===== config.mk =====
export PLATFORM = sky130hd
export DESIGN_NAME = line_byte_serializer
export DESIGN_NICKNAME = d
export VERILOG_FILES = /design/src/rtl/line_byte_serializer.sv
export SDC_FILE = /design/constraint.sdc
export NUM_CORES = 2
export LEC_CHECK = 0
export CORE_UTILIZATION = 40
export CTS_CLUSTER_DIAMETER = 200
export CTS_CLUSTER_SIZE = 16
export DETAILED_ROUTE_END_ITERATION = 8
export MAX_ROUTING_LAYER = met4
export PLACE_DENSITY_LB_ADDON = 0.3
export SETUP_SLACK_MARGIN = 0.05
export SYNTH_ARGS = -nofsm -noshare
export SYNTH_HDL_FRONTEND = slang
export SYNTH_SLANG_ARGS = --single-unit

===== constraint.sdc =====
create_clock -name clk -period 24.9 [get_ports clk]
set_input_delay 4.98 -clock clk [delete_from_list [all_inputs] [get_ports clk]]
set_output_delay 4.98 -clock clk [all_outputs]
set_load 0.02 [all_outputs]

===== src/rtl/line_byte_serializer.sv =====
// Buffers wide memory lines in a small FIFO and emits them as OUT_W-bit
// words over a valid/ready handshake, with overflow and fill-level report.
module line_byte_serializer #(
  parameter int LINE_W    = 512,
  parameter int OUT_W     = 8,
  parameter int DEPTH     = 4,
  parameter bit MSB_FIRST = 1'b0
) (
  input  logic                     clk,
  input  logic                     rst,
  input  logic [LINE_W-1:0]        line_i,
  input  logic                     line_valid_i,
  output logic                     line_ready_o,
  output logic [OUT_W-1:0]         data_o,
  output logic                     valid_o,
  input  logic                     ready_i,
  output logic                     busy_o,
  output logic [$clog2(DEPTH):0]   level_o,
  output logic                     overflow_o
);

  localparam int N  = LINE_W / OUT_W;
  localparam int WW = (N > 1) ? $clog2(N) : 1;
  localparam int PW = $clog2(DEPTH);
  localparam int CW = PW + 1;

  localparam logic [CW-1:0] FULL = CW'(DEPTH);
  localparam logic [WW-1:0] LAST = WW'(N - 1);

  typedef enum logic {
    IDLE,
    SEND
  } state_t;

  state_t state;
  state_t state_n;

  logic [LINE_W-1:0] mem [DEPTH];
  logic [PW-1:0]     wr_ptr;
  logic [PW-1:0]     rd_ptr;
  logic [CW-1:0]     count;
  logic [CW-1:0]     count_n;
  logic [LINE_W-1:0] sh;
  logic [LINE_W-1:0] sh_n;
  logic [WW-1:0]     idx;
  logic [WW-1:0]     idx_n;
  logic              busy_q;
  logic              busy_n;
  logic              ovf_q;
  logic              push;
  logic              drop;
  logic              pop;
  logic              xfer;

  // Fullness is judged on the registered count, so a pop in the same
  // cycle never rescues a push into a full FIFO.
  always_comb begin
    state_n = state;
    sh_n    = sh;
    idx_n   = idx;
    pop     = 1'b0;
    xfer    = (state == SEND) && ready_i;
    push    = line_valid_i && (count != FULL);
    drop    = line_valid_i && (count == FULL);
    unique case (state)
      IDLE: begin
        if (count != '0) begin
          pop     = 1'b1;
          state_n = SEND;
        end
      end
      SEND: begin
        if (xfer) begin
          if (idx != LAST) begin
            idx_n = idx + WW'(1);
            sh_n  = MSB_FIRST ? (sh << OUT_W) : (sh >> OUT_W);
          end else if (count != '0) begin
            pop = 1'b1;
          end else begin
            state_n = IDLE;
          end
        end
      end
    endcase
    if (pop) begin
      sh_n  = mem[rd_ptr];
      idx_n = '0;
    end
    count_n = count + CW'(push) - CW'(pop);
    busy_n  = (state_n == SEND) || (count_n != '0);
  end

  always_ff @(posedge clk) begin
    if (push) begin
      mem[wr_ptr] <= line_i;
    end
  end

  always_ff @(posedge clk) begin
    if (rst) begin
      state  <= IDLE;
      sh     <= '0;
      idx    <= '0;
      wr_ptr <= '0;
      rd_ptr <= '0;
      count  <= '0;
      busy_q <= 1'b0;
      ovf_q  <= 1'b0;
    end else begin
      state  <= state_n;
      sh     <= sh_n;
      idx    <= idx_n;
      count  <= count_n;
      busy_q <= busy_n;
      if (push) begin
        wr_ptr <= wr_ptr + PW'(1);
      end
      if (pop) begin
        rd_ptr <= rd_ptr + PW'(1);
      end
      if (drop) begin
        ovf_q <= 1'b1;
      end
    end
  end

  assign data_o       = MSB_FIRST ? sh[LINE_W-1 -: OUT_W] : sh[OUT_W-1:0];
  assign valid_o      = (state == SEND);
  assign busy_o       = busy_q;
  assign level_o      = count;
  assign line_ready_o = (count != FULL);
  assign overflow_o   = ovf_q;

endmodule


==> metrics.cfg <==
[yosys]
seq_area_frac_synth_pct = 74.5
ys_async_sr_fraction_pct = 0
syn-instance-count = 5095
synth_cell_types = 51
synth_area_um2 = 96800
ys_seq_elements = 2578
synth_edf_count = 2048
yosysWarnings = 0
avgSynthCellArea_um2 = 19.0
ys.flop_type = edfxtp_1
synth_nets = 5619

[power]
cellPowerDensity_nw_per_um2 = 104
finalPower_uw = 11500
vdd_drop_max_mv = 0.0912
p_leak_uw = 0.0341

[floorplan]
start_util_pct = 40.2
die_w_um = 494
ios = 531
dieArea_um2 = 244000
rows = 180
coreArea_um2 = 241000
fp.dieH_um = 494

[worst_setup_path]
r2r-end = sh[149]$_SDFFE_PP0P_
rr_worst_depth = 8
crit_start = ready_i
path_max_fanout = 177
endpoint = sh[274]$_SDFFE_PP0P_
worstSetupPathType = in2reg
r2r_slack_ps = 18930
end_kind = register
start_kind = input port
crit_required_ps = 25610
crit_arrival_ps = 9510

[hold_path]
holdCritPathClass = reg2reg

[drt]
drt_iter0_drc = 4194
routed_wl_um = 237000
wire_per_inst_um = 26.7
dr.pass1.iters = 5
drtAntennaViolNets = 0
drc = 0
via_count = 50053
viasPerCell = 5.63

[placed_design]
portBuffers = 530
gp_congestion = 0.732
dp_hpwl_um = 136000

[clock_tree]
clkTransAtPathRegs_ps = 70
cts_buffer_depth = 3
cts_tree = done
cts-root-buf = clkbuf_16
cts_buffers = 179
post_cts_buffers = 0
worstSkewPairLatency_ps = 870
cts.repair.resized = 0
cts_sinks = 2578
cts_hold_buf = 0
h-tree-depth = 4

[status]
run_status = complete, but fails checks
violations = max-slew violations

[global_route]
grt_first_pass_wirelength_um = 348000
grt_overflow = 0
grt_pass1_vias = 50418
grtUsageTotal_pct = 19.8
antenna_found_initial = 98
grt_max_degree = 178

[sta]
skew_ps = 53.5
tightestPinTransition_ps = 1640
fin_crit_sh_pct = 35.3
post-route-min-period_ps = 8800
fin_hold_ws_ps = 459
relSlewSlack_pct = -9.09
drv_slew = 73
rsz0062_at_grt = no
fmax_mhz = 114
setup_viol = 0
tns_ps = 0
hold_violations = 0

[finish]
layout.nets = 6007
drive_gt1_share_pct = 15.3
syn2layout_area_growth_pct = 14.2

[flow_run]
drv_cap = 0

-- cells in the final DEF (no fill, tap or decap), drive strengths merged, types with 2 or more instances in the layout --
cell              n
a2111oi         164
a211oi          128
a21oi            30
a221o           197
a311oi            2
a32oi            13
and2              2
and3              6
buf              88
clkbuf          318
clkdlybuf4s50   529
clkinv           10
dfxtp           530
diode            63
edfxtp         2048
ha                7
inv             306
mux4            512
nand2             7
nand2b            5
nand3            11
nor2            175
nor2b             4
nor3            167
nor4b           198
o211ai           23
o21a              3
o21ai             5
o32ai           128
or3               3
xnor2             4
-- metrics by stage --
stage / cells / setup WS [ps] / instance area, um^2 / util, %
4_1_cts: 8821 / 16340 / 110000 / 45.9
6_report: 8884 / 16100 / 110000 / 45.9
2_1_floorplan: 5095 / 7320 / 96800 / -
5_1_grt: 8871 / 15980 / 110000 / 45.9
3_5_place_dp: 8487 / 15390 / 105000 / 43.6
3_3_place_gp: 8487 / 15440 / 105000 / 43.6
-- flip-flops by register name, indices dropped and copies added (netlist names), named ones only --
register / count
level_o: 3
wr_ptr: 2
busy_o: 1
rd_ptr: 2
mem: 2048
overflow_o: 1
valid_o: 1
idx: 6
sh: 512
-- layer usage --
layer  global-route usage [%]  vias to the layer above  part of all wire, %
li1                         -                    21847                    -
met4                     4.48                        0                  1.8
met1                     26.1                    26464                   42
met5                        -                        -                    0
met2                     31.7                     1432                   50
met3                     3.86                      310                  6.3
-- report_power, final --
| group | switching [uW] | internal (uW) | total [uW] |
|---|---|---|---|
| Clock | 1470 | 1380 | 2840 |
| Combinational | 1640 | 1250 | 2900 |
| Sequential | 346 | 5410 | 5750 |
| Total | 3460 | 8040 | 11500 |
-- how the worst min path moves through the flow --
| stage | cells after the start | start | slack (ps) | end |
|---|---|---|---|---|
| global route | 2 | sh[359]$_SDFFE_PP0P_ | 470 | sh[359]$_SDFFE_PP0P_ |
| global placement | 2 | sh[105]$_SDFFE_PP0P_ | 440 | sh[105]$_SDFFE_PP0P_ |
| detailed placement | 2 | sh[425]$_SDFFE_PP0P_ | 440 | sh[425]$_SDFFE_PP0P_ |
| finish | 2 | sh[0]$_SDFFE_PP0P_ | 460 | sh[0]$_SDFFE_PP0P_ |
| floorplan | 2 | sh[105]$_SDFFE_PP0P_ | 430 | sh[105]$_SDFFE_PP0P_ |
| CTS | 2 | sh[90]$_SDFFE_PP0P_ | 460 | sh[90]$_SDFFE_PP0P_ |
-- worst max-delay path, stage by stage --
cell and delay, ps:
clkdlybuf4s50_1 580, nand3_1 250, o21a_4 590, buf_12 460, buf_4 750, buf_4 660
nor3_1 120, a2111oi_0 430
-- synthesized netlist by cell type (16+ instances only) --
cell type / n / area share [%]
a21oi_1: 30 / 0.16
a2111oi_0: 113 / 1.0
o32ai_1: 128 / 1.2
a2111oi_2: 50 / 0.78
mux4_2: 512 / 12
dfxtp_1: 530 / 11
buf_6: 16 / 0.19
buf_2: 164 / 0.85
o211ai_1: 23 / 0.18
edfxtp_1: 2048 / 64
nor2_1: 174 / 0.67
buf_1: 21 / 0.081
inv_1: 300 / 1.2
buf_4: 36 / 0.28
a221o_1: 197 / 2.0
a211oi_1: 128 / 0.99
nor3_1: 166 / 0.86
clkbuf_1: 173 / 0.67
nor4b_1: 198 / 1.8
-- layout make-up --
type                       count  area [um^2]
clock inverter                16          342
sequential                  2578        72100
multi-input combinational   1807        21600
timing repair buffer         617         6140
antenna                       63          158
clock buffer                 318         5000
tap                         3185         3990
inverter                     300         1130
fill                       20306       130000
-- logic make-up (layout without fill, tap and decap cells) --
| kind of cell | count (synthesis) | count (layout) | synth area share, % |
|---|---|---|---|
| buf+inv | 710 | 1251 | 3.23 |
| fa+ha+maj | 8 | 8 | 0.111 |
| other cells | 0 | 63 | 0 |
| mux | 512 | 512 | 11.9 |
| xor+xnor | 5 | 5 | 0.0452 |
| compound gates | 701 | 701 | 6.61 |
| simple gates | 581 | 581 | 3.58 |
| flops | 2578 | 2578 | 74.5 |
(Power assumes the default switching activity.)
